[config.mk]
export PLATFORM = sky130hd
export DESIGN_NAME = r2sdf_bf_stage
export DESIGN_NICKNAME = d
export VERILOG_FILES = /design/src/rtl/r2sdf_bf_stage.sv
export SDC_FILE = /design/constraint.sdc
export NUM_CORES = 1
export LEC_CHECK = 0
export CORE_UTILIZATION = 51
export CTS_CLUSTER_DIAMETER = 60
export DETAILED_ROUTE_END_ITERATION = 8
export PLACE_DENSITY = 0.83
export SETUP_SLACK_MARGIN = 0.05
export SLEW_MARGIN = 20
export SYNTH_ARGS = -nofsm -noshare
export SYNTH_HDL_FRONTEND = slang
export SYNTH_SLANG_ARGS = --single-unit
[constraint.sdc]
create_clock -name clk -period 5.8 [get_ports clk]
set_clock_uncertainty 0.15 [all_clocks]
set_input_delay 0.87 -clock clk [delete_from_list [all_inputs] [get_ports clk]]
set_output_delay 0.87 -clock clk [all_outputs]
set_load 0.1 [all_outputs]
[src/rtl/r2sdf_bf_stage.sv]
// Radix-2 single-path delay-feedback butterfly stage driving an external DELAY-deep complex delay line.
// state | meaning: IDLE = wait for frame start; RUN = load/butterfly over 2*DELAY samples; FLUSH = drain differences
module r2sdf_bf_stage #(
    parameter int WIDTH = 15,
    parameter int DELAY = 8
) (
    input  logic             clk,
    input  logic             rst,
    input  logic             in_valid,
    input  logic [WIDTH-1:0] in_r,
    input  logic [WIDTH-1:0] in_i,
    input  logic [WIDTH-1:0] sr_out_r,
    input  logic [WIDTH-1:0] sr_out_i,
    output logic [WIDTH-1:0] sr_in_r,
    output logic [WIDTH-1:0] sr_in_i,
    output logic             out_valid,
    output logic [WIDTH-1:0] out_r,
    output logic [WIDTH-1:0] out_i,
    output logic             err
);

    localparam int CW = $clog2(2 * DELAY);
    localparam logic [CW-1:0] C_ZERO    = '0;
    localparam logic [CW-1:0] C_ONE     = CW'(1);
    localparam logic [CW-1:0] C_HALF    = CW'(DELAY);
    localparam logic [CW-1:0] C_LAST    = CW'(2 * DELAY - 1);
    localparam logic [CW-1:0] C_FL_LAST = CW'(DELAY - 1);

    typedef enum logic [1:0] {IDLE, RUN, FLUSH} state_t;

    state_t            state, state_nxt;
    logic [CW-1:0]     cnt, cnt_nxt;
    logic              have_prev;
    logic              err_set;
    logic [WIDTH-1:0]  x_r, x_i;
    logic signed [WIDTH:0] sum_r, sum_i, dif_r, dif_i;
    logic [WIDTH-1:0]  cand_r, cand_i;
    logic              cand_v;

    // a missing sample inside a frame is treated as zero
    assign x_r = in_valid ? in_r : '0;
    assign x_i = in_valid ? in_i : '0;

    assign sum_r = {sr_out_r[WIDTH-1], sr_out_r} + {x_r[WIDTH-1], x_r};
    assign sum_i = {sr_out_i[WIDTH-1], sr_out_i} + {x_i[WIDTH-1], x_i};
    assign dif_r = {sr_out_r[WIDTH-1], sr_out_r} - {x_r[WIDTH-1], x_r};
    assign dif_i = {sr_out_i[WIDTH-1], sr_out_i} - {x_i[WIDTH-1], x_i};

    always_comb begin
        state_nxt = state;
        cnt_nxt   = cnt;
        sr_in_r   = '0;
        sr_in_i   = '0;
        cand_r    = '0;
        cand_i    = '0;
        cand_v    = 1'b0;
        err_set   = 1'b0;
        case (state)
            IDLE: begin
                if (in_valid) begin
                    state_nxt = RUN;
                    cnt_nxt   = C_ONE;
                    sr_in_r   = in_r;
                    sr_in_i   = in_i;
                end
            end
            RUN: begin
                // no sample right after a wrap ends the run; this cycle is the first drain cycle
                if (cnt == C_ZERO && !in_valid) begin
                    cand_r    = sr_out_r;
                    cand_i    = sr_out_i;
                    cand_v    = 1'b1;
                    state_nxt = FLUSH;
                    cnt_nxt   = C_ONE;
                end else begin
                    cnt_nxt = cnt + C_ONE;
                    err_set = !in_valid;
                    if (cnt < C_HALF) begin
                        sr_in_r = x_r;
                        sr_in_i = x_i;
                        cand_v  = have_prev;
                        cand_r  = have_prev ? sr_out_r : '0;
                        cand_i  = have_prev ? sr_out_i : '0;
                    end else begin
                        sr_in_r = WIDTH'(dif_r >>> 1);
                        sr_in_i = WIDTH'(dif_i >>> 1);
                        cand_r  = WIDTH'(sum_r >>> 1);
                        cand_i  = WIDTH'(sum_i >>> 1);
                        cand_v  = 1'b1;
                    end
                end
            end
            FLUSH: begin
                cand_r  = sr_out_r;
                cand_i  = sr_out_i;
                cand_v  = 1'b1;
                err_set = in_valid;
                cnt_nxt = cnt + C_ONE;
                if (cnt == C_FL_LAST) begin
                    state_nxt = IDLE;
                    cnt_nxt   = C_ZERO;
                end
            end
            default: begin
                state_nxt = IDLE;
                cnt_nxt   = C_ZERO;
            end
        endcase
    end

    always_ff @(posedge clk) begin
        if (rst) begin
            state     <= IDLE;
            cnt       <= C_ZERO;
            have_prev <= 1'b0;
            out_r     <= '0;
            out_i     <= '0;
            out_valid <= 1'b0;
            err       <= 1'b0;
        end else begin
            state     <= state_nxt;
            cnt       <= cnt_nxt;
            if (state == IDLE)
                have_prev <= 1'b0;
            else if (state == RUN && cnt == C_LAST)
                have_prev <= 1'b1;
            out_r     <= cand_r;
            out_i     <= cand_i;
            out_valid <= cand_v;
            err       <= err | err_set;
        end
    end

endmodule
== After elaboration in Yosys (flattened, before gate mapping) ==
Cells that the tools add are included.

* Input bits: 63
* Bits in registers: 39
* Output and inout port bits: 62
* Word-level logic and storage cells: 57

* Equality and inequality tests: 7
* Muxes and demuxes: 29
* Reductions and logical operators: 7
* Bitwise gates (word level): 1
* Add/sub/neg operators: 5
* Magnitude comparators: 1

{| class="wikitable"
|+ Operators by type and width
! cell !! number
|-
| $mux W15 || 12
|-
| $pmux W15 S2 || 4
|-
| $add A15 B15 Y16 || 2
|-
| $sub A15 B15 Y16 || 2
|-
| $mux W4 || 3
|-
| $pmux W4 S3 || 1
|-
| $mux W2 || 3
|-
| $ne A2 B2 Y1 const B || 3
|-
| $pmux W2 S3 || 1
|-
| $add A4 B1 Y4 const B || 1
|-
| $eq A4 B3 Y1 const B || 1
|-
| $eq A4 B4 Y1 const B || 1
|-
| $logic_not A4 Y1 || 1
|-
| $lt A4 B4 Y1 const B || 1
|-
| $pmux W1 S2 || 2
|-
| $mux W1 || 3
|-
| $reduce_and A3 Y1 || 1
|-
| $eq A2 B1 Y1 const B || 1
|-
| $eq A2 B2 Y1 const B || 1
|-
| $logic_and A1 B1 Y1 || 2
|-
| $logic_not A2 Y1 || 1
|-
| $reduce_or A2 Y1 || 1
|-
| $logic_not A1 Y1 || 1
|-
| $or A1 B1 Y1 || 1
|}

== Longest topological paths before layout ==
Gate-level depths: netlist of run 1.

* Depth after elaboration: 5
* Mapped depth: 17
* Mapped depth without buffers: 11

== Least setup slack after synthesis of run 1 ==
OpenSTA, ideal clock, no wires.

* Path kind: input to output
* From: in in_valid
* To: out sr_in_i[14]
* Slack: -0.880 ns
* Required time: 4.780 ns
* Path buffers: 8
* Stages on the path: 17
* Arrival: 5.660 ns
* Cells stage by stage: buf_6 > buf_8 > buf_6 > buf_2 > buf_2 > buf_2 > buf_1 > nand2_1 > ha_1 > buf_2 > o21a_1 > o21a_1 > a21oi_1 > a22o_1 > o21a_1 > nor3_1 > o32ai_1

* Longest elaborated chain between the ends: 5
* Elaborated cells between the ends (all ways): 7
* Those cells by class: 1 x add/sub; 4 x mux; 2 x reduce/logical

{| class="wikitable"
|+ RTL lines
! item !! line !! source
|-
| from (decl) || 9 || <nowiki>input logic in_valid,</nowiki>
|-
| $mux W15 || 42, 60 ||
|-
| $sub A15 B15 Y16 || 47 || <nowiki>assign dif_i = {sr_out_i[WIDTH-1], sr_out_i} - {x_i[WIDTH-1], x_i};</nowiki>
|-
| $mux W15 || 78 || <nowiki>if (cnt < C_HALF) begin</nowiki>
|-
| $mux W15 || 69 || <nowiki>if (cnt == C_ZERO && !in_valid) begin</nowiki>
|-
| $pmux W15 S2 (*) || 58 || <nowiki>case (state)</nowiki>
|-
| to (decl) || 15 || <nowiki>output logic [WIDTH-1:0] sr_in_i,</nowiki>
|}

Every way passes the cells marked *; elsewhere a longest branch is shown, timed or not.

== Worst setup path after layout of run 1 ==
* From: in in_valid
* To: out sr_in_r[13]

* Longest elaborated chain between the ends: 5
* Elaborated cells between the ends (all ways): 7
* Those cells by class: 1 x add/sub; 4 x mux; 2 x reduce/logical

{| class="wikitable"
|+ RTL lines
! item !! line !! source
|-
| $mux W15 || 41, 60 ||
|-
| $sub A15 B15 Y16 || 46 || <nowiki>assign dif_r = {sr_out_r[WIDTH-1], sr_out_r} - {x_r[WIDTH-1], x_r};</nowiki>
|-
| $mux W15 || 78 ||
|-
| $mux W15 || 69 ||
|-
| $pmux W15 S2 (*) || 58 ||
|-
| to (decl) || 14 || <nowiki>output logic [WIDTH-1:0] sr_in_r,</nowiki>
|}

Marks and branches as above.

==> Implementation_results.wiki, run 1 <==
{| class="wikitable"
! Metric !! Value
|-
| Run status || finished clean
|-
| Crit path buf inv count || 3
|-
| Tightest hold margin || ~0.37 ns
|-
| Setup Total Neg Slack || 0 ns
|-
| Min Tclk post-route || 4.90 ns
|-
| I/O Buffers || roughly 120
|-
| Pwr per Cell Area || roughly 220 nW/um2
|-
| Routed vias/inst || 6.04
|-
| Number of different library cells in the post-synthesis netlist || 85
|-
| Buffer depth of the longest clock path || 2
|-
| Top-count cell post-synth || sky130_fd_sc_hd__nand2_1
|-
| Total iterations of the first detailed-routing run || 5
|-
| Data required time of the worst path || 4.78 ns
|-
| Total of flip-flops plus latches after synthesis || 39
|-
| Hold/Removal Path Class || flip-flop to flip-flop
|-
| Overall power of the completed layout || around 1.4 mW
|-
| Avg Synthesized Cell Area || 7.27 um2
|-
| Largest fanout of any net on the critical path || 37
|-
| Transition time of the tightest slew-check pin || 1.23 ns
|-
| Largest net degree at the start of global routing || 38
|-
| Leakage power figure || 2.58 nW
|-
| Number of H-tree levels || 2
|-
| Worst-path cell chain || buf_2, buf_4, nand2_1, ha_1, a21o_1, a211oi_2, a22oi_1, a221oi_2, xor2_1, o22ai_2, buf_4
|-
| Fmax achieved || 204 MHz
|-
| Remaining Overflow, GRT || 0
|-
| Worst skew pair latency || roughly 0.30 ns
|-
| Synthesized instance count || 692
|-
| Category of the worst setup path launch point || primary input
|-
| Cell taking the most area after synthesis || sky130_fd_sc_hd__dfxtp_1
|-
| Max Transition Viols Final || 0
|-
| Final Cycle Share || 84.5%
|-
| Violation count after the first detailed-route iteration || 355
|-
| Count of synthesis-stage warnings from yosys || 0
|-
| Cell area after layout || 6340 um2
|-
| CP dominant cell by count || sky130_fd_sc_hd__buf_4
|-
| DR WL/cell || 16.6 um
|-
| Slowest library cell on the worst path || sky130_fd_sc_hd__buf_2
|-
| Proportion of layout cells with a drive suffix above 1 || 11.8%
|-
| Maxcap violations || 0
|-
| Maximum VDD drop || 0.152 mV
|-
| Syn Std Cell Area || 5030 um2
|-
| Final Routed Wirelength || 15200 um
|-
| CTS tree || built
|-
| Type of element capturing the critical path || output port
|-
| Antenna violation net count after detailed routing || 0
|-
| Total routing resource utilization after global routing || 30.2%
|-
| Top Ports || between 100 and 150
|-
| Worst relative slew slack || 17.9%
|-
| Site Rows || 35
|-
| Core Region || 9420 um2
|-
| Number of synthesized flops with an enable pin || 0
|-
| Post-DP HPWL || 11600 um
|-
| Crit-path max cell delay || 0.51 ns
|-
| Final Wtd Congestion || 0.971
|-
| Post-cts gate resize count || 0
|-
| Reg clk slew, reported paths || 0.08 ns
|-
| Crit path setup slack, layout || 0.897 ns
|-
| Total clock sinks || 39
|-
| Number of antenna cells inserted || 0
|-
| Synth cell count leaders || sky130_fd_sc_hd__nand2_1 (107), sky130_fd_sc_hd__o21ai_0 (60), sky130_fd_sc_hd__nor2_1 (56), sky130_fd_sc_hd__ha_1 (54), sky130_fd_sc_hd__a21oi_1 (46)
|-
| Gate family responsible for the most delay along the worst path || compound AO/OA/AOI/OAI gates
|-
| Post-synth net total || between 800 and 900
|-
| Die Area || just over 10000 um2
|-
| Initial antenna violation count || 0
|-
| Die height || 101 um
|-
| Total clock buffers created by CTS || 5
|-
| Share of synthesized flip-flops with an asynchronous set or reset || 0%
|-
| Remaining design rule violation count || 0
|-
| Unrepaired setup endpoints after global routing || no
|-
| First-pass GRT wire length || 24800 um
|-
| Post-synthesis to final-layout area growth || 26.0%
|-
| Number of nets in the layout || roughly 900
|-
| Crit path kind || primary input to output port
|-
| Area share of the largest cell type after synthesis || 15.5%
|-
| Area of placed instances || 6200 um2
|-
| Hold_buf cts || 0
|-
| Fillcell total || about 800
|-
| Vias after detailed routing || 5521
|-
| Via count of the first global-routing pass || 5206
|-
| Synth Flop Type || sky130_fd_sc_hd__dfxtp_1
|-
| Starting density of the core || 53.4%
|-
| Worst slack at placement || 0.929 ns
|-
| Critical Path AT || 3.88 ns
|-
| Largest cells by area after synthesis || sky130_fd_sc_hd__dfxtp_1 (16%), sky130_fd_sc_hd__ha_1 (13%), sky130_fd_sc_hd__nand2_1 (8.0%)
|-
| Share of synthesized area occupied by flip-flops and latches || 15.5%
|-
| Horizontal die dimension || just over 100 um
|-
| Finish-stage setup viols || 0
|-
| CTS Root Cell || sky130_fd_sc_hd__clkbuf_8
|-
| Post-CTS Setup Bufs || 0
|-
| Hold violation total from the final report || 0
|}
-- per-layer routing --
layer | vias up | global-route usage (%) | share of wire (%)
met1 | 2564 | 40.3 | 43
met3 | 34 | 3.45 | 8.3
met4 | 0 | 11.1 | 2.7
met2 | 263 | 49.9 | 46
li1 | 2660 | - | -
met5 | - | 0 | 0
-- through the flow --
stage                     cells  utilization, %
final                       914            67.3
after global routing        914            67.3
after CTS                   914            67.3
after detailed placement    906            65.9
after global placement      906            65.9
after floorplan             692               -
-- cell usage in the layout (no fill, tap or decap), drive strengths merged, types with 4 or more instances in the layout --
cell type / synthesis / layout
nand3: 19 / 19
o31ai: 5 / 5
o311ai: 4 / 4
nor3: 14 / 14
a21oi: 54 / 54
xnor2: 25 / 25
nor2b: 8 / 8
xor2: 20 / 20
o21a: 7 / 7
a21boi: 4 / 4
o21bai: 4 / 4
o211ai: 5 / 5
o21ai: 68 / 68
a22o: 4 / 4
nand2b: 7 / 7
a21o: 10 / 10
nand2: 108 / 108
clkbuf: 17 / 6
a211oi: 6 / 6
clkdlybuf4s50: 0 / 93
buf: 29 / 38
nor2: 56 / 56
a22oi: 12 / 12
dfxtp: 39 / 39
and3: 6 / 6
ha: 54 / 54
nand3b: 4 / 4
o22ai: 9 / 9
a31oi: 12 / 12
inv: 28 / 28
-- cells by family (layout without fill, tap and decap cells) --
group | after synthesis | count (layout) | share of synthesized area (%)
xor gates and xnor gates | 45 | 45 | 7.83
and+or+nand+nor | 247 | 247 | 23.5
adders and majority gates | 56 | 56 | 14.2
buffers and inverters | 74 | 167 | 7.26
muxes | 2 | 2 | 0.398
AOI/OAI and AO/OA | 229 | 229 | 31.3
DFF | 39 | 39 | 15.5
-- power by group --
group	total [mW]	internal [mW]	switching [mW]	leakage, nW
logic	0.827	0.262	0.564	2.20
clock network	0.284	0.172	0.112	0.0654
registers	0.283	0.277	0.00568	0.315
total	1.39	0.711	0.682	2.58
-- cell type report --
class,count,area [um2],area share [%]
repair buffers,131,1210,19.1
clock inverters,2,60.1,0.947
well taps,129,161,2.55
clock buffers,6,72.6,1.14
multi-input cells,579,3950,62.2
inverters,28,105,1.66
flip-flops and latches,39,781,12.3
-- flip-flops by register name (all words and copies together), names as in the netlist --
register / flops
out_i: 15
out_valid: 1
cnt: 4
have_prev: 1
out_r: 15
state: 2
err: 1
-- worst min-delay path, cell delays in order, from the launching register on --
cell and delay, ns:
sky130_fd_sc_hd__dfxtp_1 0.36, sky130_fd_sc_hd__a31oi_1 0.06, sky130_fd_sc_hd__nor2_1 0.08
-- final timing paths --
| kind | to | startpoint | depth (start not counted) | slack [ns] |
|---|---|---|---|---|
| worst max-delay path | sr_in_r[13] | in_valid | 11 | 0.90 |
| worst min-delay path | err | err | 2 | 0.37 |
| worst max register to register | out_i[12] | state[1] | 8 | 2.45 |
| worst min register to register | err | err | 2 | 0.37 |
(Power assumes the default switching activity.)
==> run 2, diff against run 1 <==
- CORE_UTILIZATION: 51 -> 46
- PLACE_DENSITY: 0.83 -> 0.79
- clock period: 5.8 -> 4.2 ns (I/O delays scaled with it)
==> run 2 against run 1 <==
Total power grew 49%. Clock power grew 9.2%. Via count grew 2.6%. Combinational power grew 67%. Global-route usage shrank 0.55 points. Flip-flop and latch count is the same. Critical path type unchanged. Critical endpoint is now sr_in_r[14].
==> Implementation_results.wiki, run 2 (synthesis results as in run 1) <==
{| class="wikitable"
! Metric !! Value
|-
| Post-DP HPWL || 12900 um
|-
| Proportion of layout cells with a drive suffix above 1 || 19.0%
|-
| Number of nets in the layout || between 900 and 1000
|-
| Worst relative slew slack || 33.4%
|-
| Run status || finished clean
|-
| Data required time of the worst path || 3.42 ns
|-
| Pwr per Cell Area || 289 nW/um2
|-
| Category of the worst setup path launch point || primary input
|-
| Min Tclk post-route || approximately 4.0 ns
|-
| Maximum VDD drop || 0.157 mV
|-
| Crit path kind || primary input to output port
|-
| Hold violation total from the final report || 0
|-
| Final Cycle Share || 95.4%
|-
| Worst skew pair latency || 0.31 ns
|-
| Maxcap violations || 0
|-
| Transition time of the tightest slew-check pin || around 1.0 ns
|-
| Final Routed Wirelength || around 17000 um
|-
| Remaining Overflow, GRT || 0
|-
| Finish-stage setup viols || 0
|-
| Number of antenna cells inserted || 0
|-
| Final Wtd Congestion || 0.908
|-
| Total clock sinks || 39
|-
| Starting density of the core || 48.1%
|-
| Overall power of the completed layout || 2.08 mW
|-
| Critical Path AT || 3.23 ns
|-
| Type of element capturing the critical path || output port
|-
| Via count of the first global-routing pass || between 5000 and 6000
|-
| CTS Root Cell || sky130_fd_sc_hd__clkbuf_8
|-
| Top Ports || around 130
|-
| Antenna violation net count after detailed routing || 0
|-
| Core Region || between 10000 and 15000 um2
|-
| Number of H-tree levels || 2
|-
| Initial antenna violation count || 0
|-
| Largest registers in the final layout || out_i: 15 flops, out_r: 15 flops, cnt: 4 flops
|-
| Unrepaired setup endpoints after global routing || no
|-
| Number of placed cells counting well taps || 938
|-
| Post-synthesis to final-layout area growth || 43.0%
|-
| Die height || between 100 and 150 um
|-
| Total routing resource utilization after global routing || 29.6%
|-
| Remaining design rule violation count || 0
|-
| Total clock buffers created by CTS || 5
|-
| Horizontal die dimension || 107 um
|-
| Leakage power figure || 2.85 nW
|-
| Fmax achieved || 250 MHz
|-
| Leading cell type in the layout, fill and taps excluded || sky130_fd_sc_hd__nand2_1
|-
| Reg clk slew, reported paths || around 0.09 ns
|-
| Fillcell total || between 800 and 900
|-
| CTS tree || built
|-
| Violation count after the first detailed-route iteration || roughly 360
|-
| Total iterations of the first detailed-routing run || 5
|-
| Site Rows || 37
|-
| Area of placed instances || 7090 um2
|-
| Cell area after layout || between 7000 and 8000 um2
|-
| Max Transition Viols Final || 0
|-
| Hold/Removal Path Class || flip-flop to flip-flop
|-
| Non-filler instance count after layout || 946
|-
| Largest fanout of any net on the critical path || 8
|-
| DR WL/cell || 17.6 um
|-
| Buffer depth of the longest clock path || 2
|-
| Routed vias/inst || ~6
|-
| Leading cell types in the layout, fill and taps excluded || sky130_fd_sc_hd__nand2_1 (103), sky130_fd_sc_hd__clkdlybuf4s50_1 (93), sky130_fd_sc_hd__nor2_1 (56), sky130_fd_sc_hd__ha_1 (51), sky130_fd_sc_hd__o21ai_0 (43)
|-
| First-pass GRT wire length || 27100 um
|-
| Die Area || 11400 um2
|-
| Vias after detailed routing || 5666
|-
| I/O Buffers || 124
|-
| Largest net degree at the start of global routing || 30
|}
run 2: cell count changes in the layout (fill, tap and decap cells not counted), sizes merged:
cell    change
buf        +24
bufinv      -2
clkbuf      +3
run 2: where the power goes:
group / internal (mW) / switching (mW)
Sequential: 0.383 / 0.00813
Combinational: 0.511 / 0.868
Clock: 0.151 / 0.159
run 2: repair_timing:
action / in CTS / in global routing
gates resized for setup: 0 / 2
hold buffers: 0 / 0
endpoints found under the setup margin: 0 / 10
setup buffers: 0 / 0
run 2: area by class of cell:
class	count	area (um2)	area share [%]
multi-input combinational	579	4260	59.2
clock buffer	8	100	1.39
sequential	39	781	10.8
tap	136	170	2.36
inverter	28	105	1.46
timing repair buffer	156	1780	24.7
run 2: worst paths after layout:
check        slack [ns]          end  cells past startpoint      from
max                0.19  sr_in_r[14]                     11   in_r[2]
min                0.38          err                      2       err
max reg2reg        1.54    out_i[12]                     10  state[1]
min reg2reg        0.38          err                      2       err
run 2: stage by stage:
step / hold slack (ns) / setup WS, ns / utilization (%) / TNS [ns]
finish: 0.375 / 0.193 / 68.8 / 0
CTS: 0.358 / 0.0922 / 68.7 / 0
global placement: 0.331 / 0.199 / 67.8 / 0
global route: 0.377 / 0.0643 / 68.8 / 0
detailed placement: 0.338 / 0.0946 / 67.8 / 0
floorplan: 0.350 / -0.236 / - / -0.236
run 2: layer usage:
| layer | GRT usage, % | wire, um | vias up |
|---|---|---|---|
| li1 | - | - | 2710 |
| met2 | 50.9 | 8030 | 253 |
| met1 | 36.7 | 7060 | 2660 |
| met4 | 12.4 | 478 | 0 |
| met5 | 0 | 0 | - |
| met3 | 4.32 | 1090 | 43 |
run 2: critical path: stages:
cell and delay (ns):
sky130_fd_sc_hd__clkdlybuf4s50_1 0.51, sky130_fd_sc_hd__nand2_1 0.10, sky130_fd_sc_hd__ha_2 0.45, sky130_fd_sc_hd__o21ai_1 0.13
sky130_fd_sc_hd__o21a_4 0.23, sky130_fd_sc_hd__o31ai_4 0.33, sky130_fd_sc_hd__nand3_2 0.11, sky130_fd_sc_hd__o211ai_2 0.11
sky130_fd_sc_hd__a221oi_2 0.08, sky130_fd_sc_hd__a221o_2 0.36, sky130_fd_sc_hd__buf_12 0.18
==> run 3, diff against run 2 <==
- CTS_CLUSTER_SIZE: default -> 28
- SKIP_CTS_REPAIR_TIMING: default -> 1
==> results of run 3 <==
Final layout, timing and power as in run 2 (identical DEF).
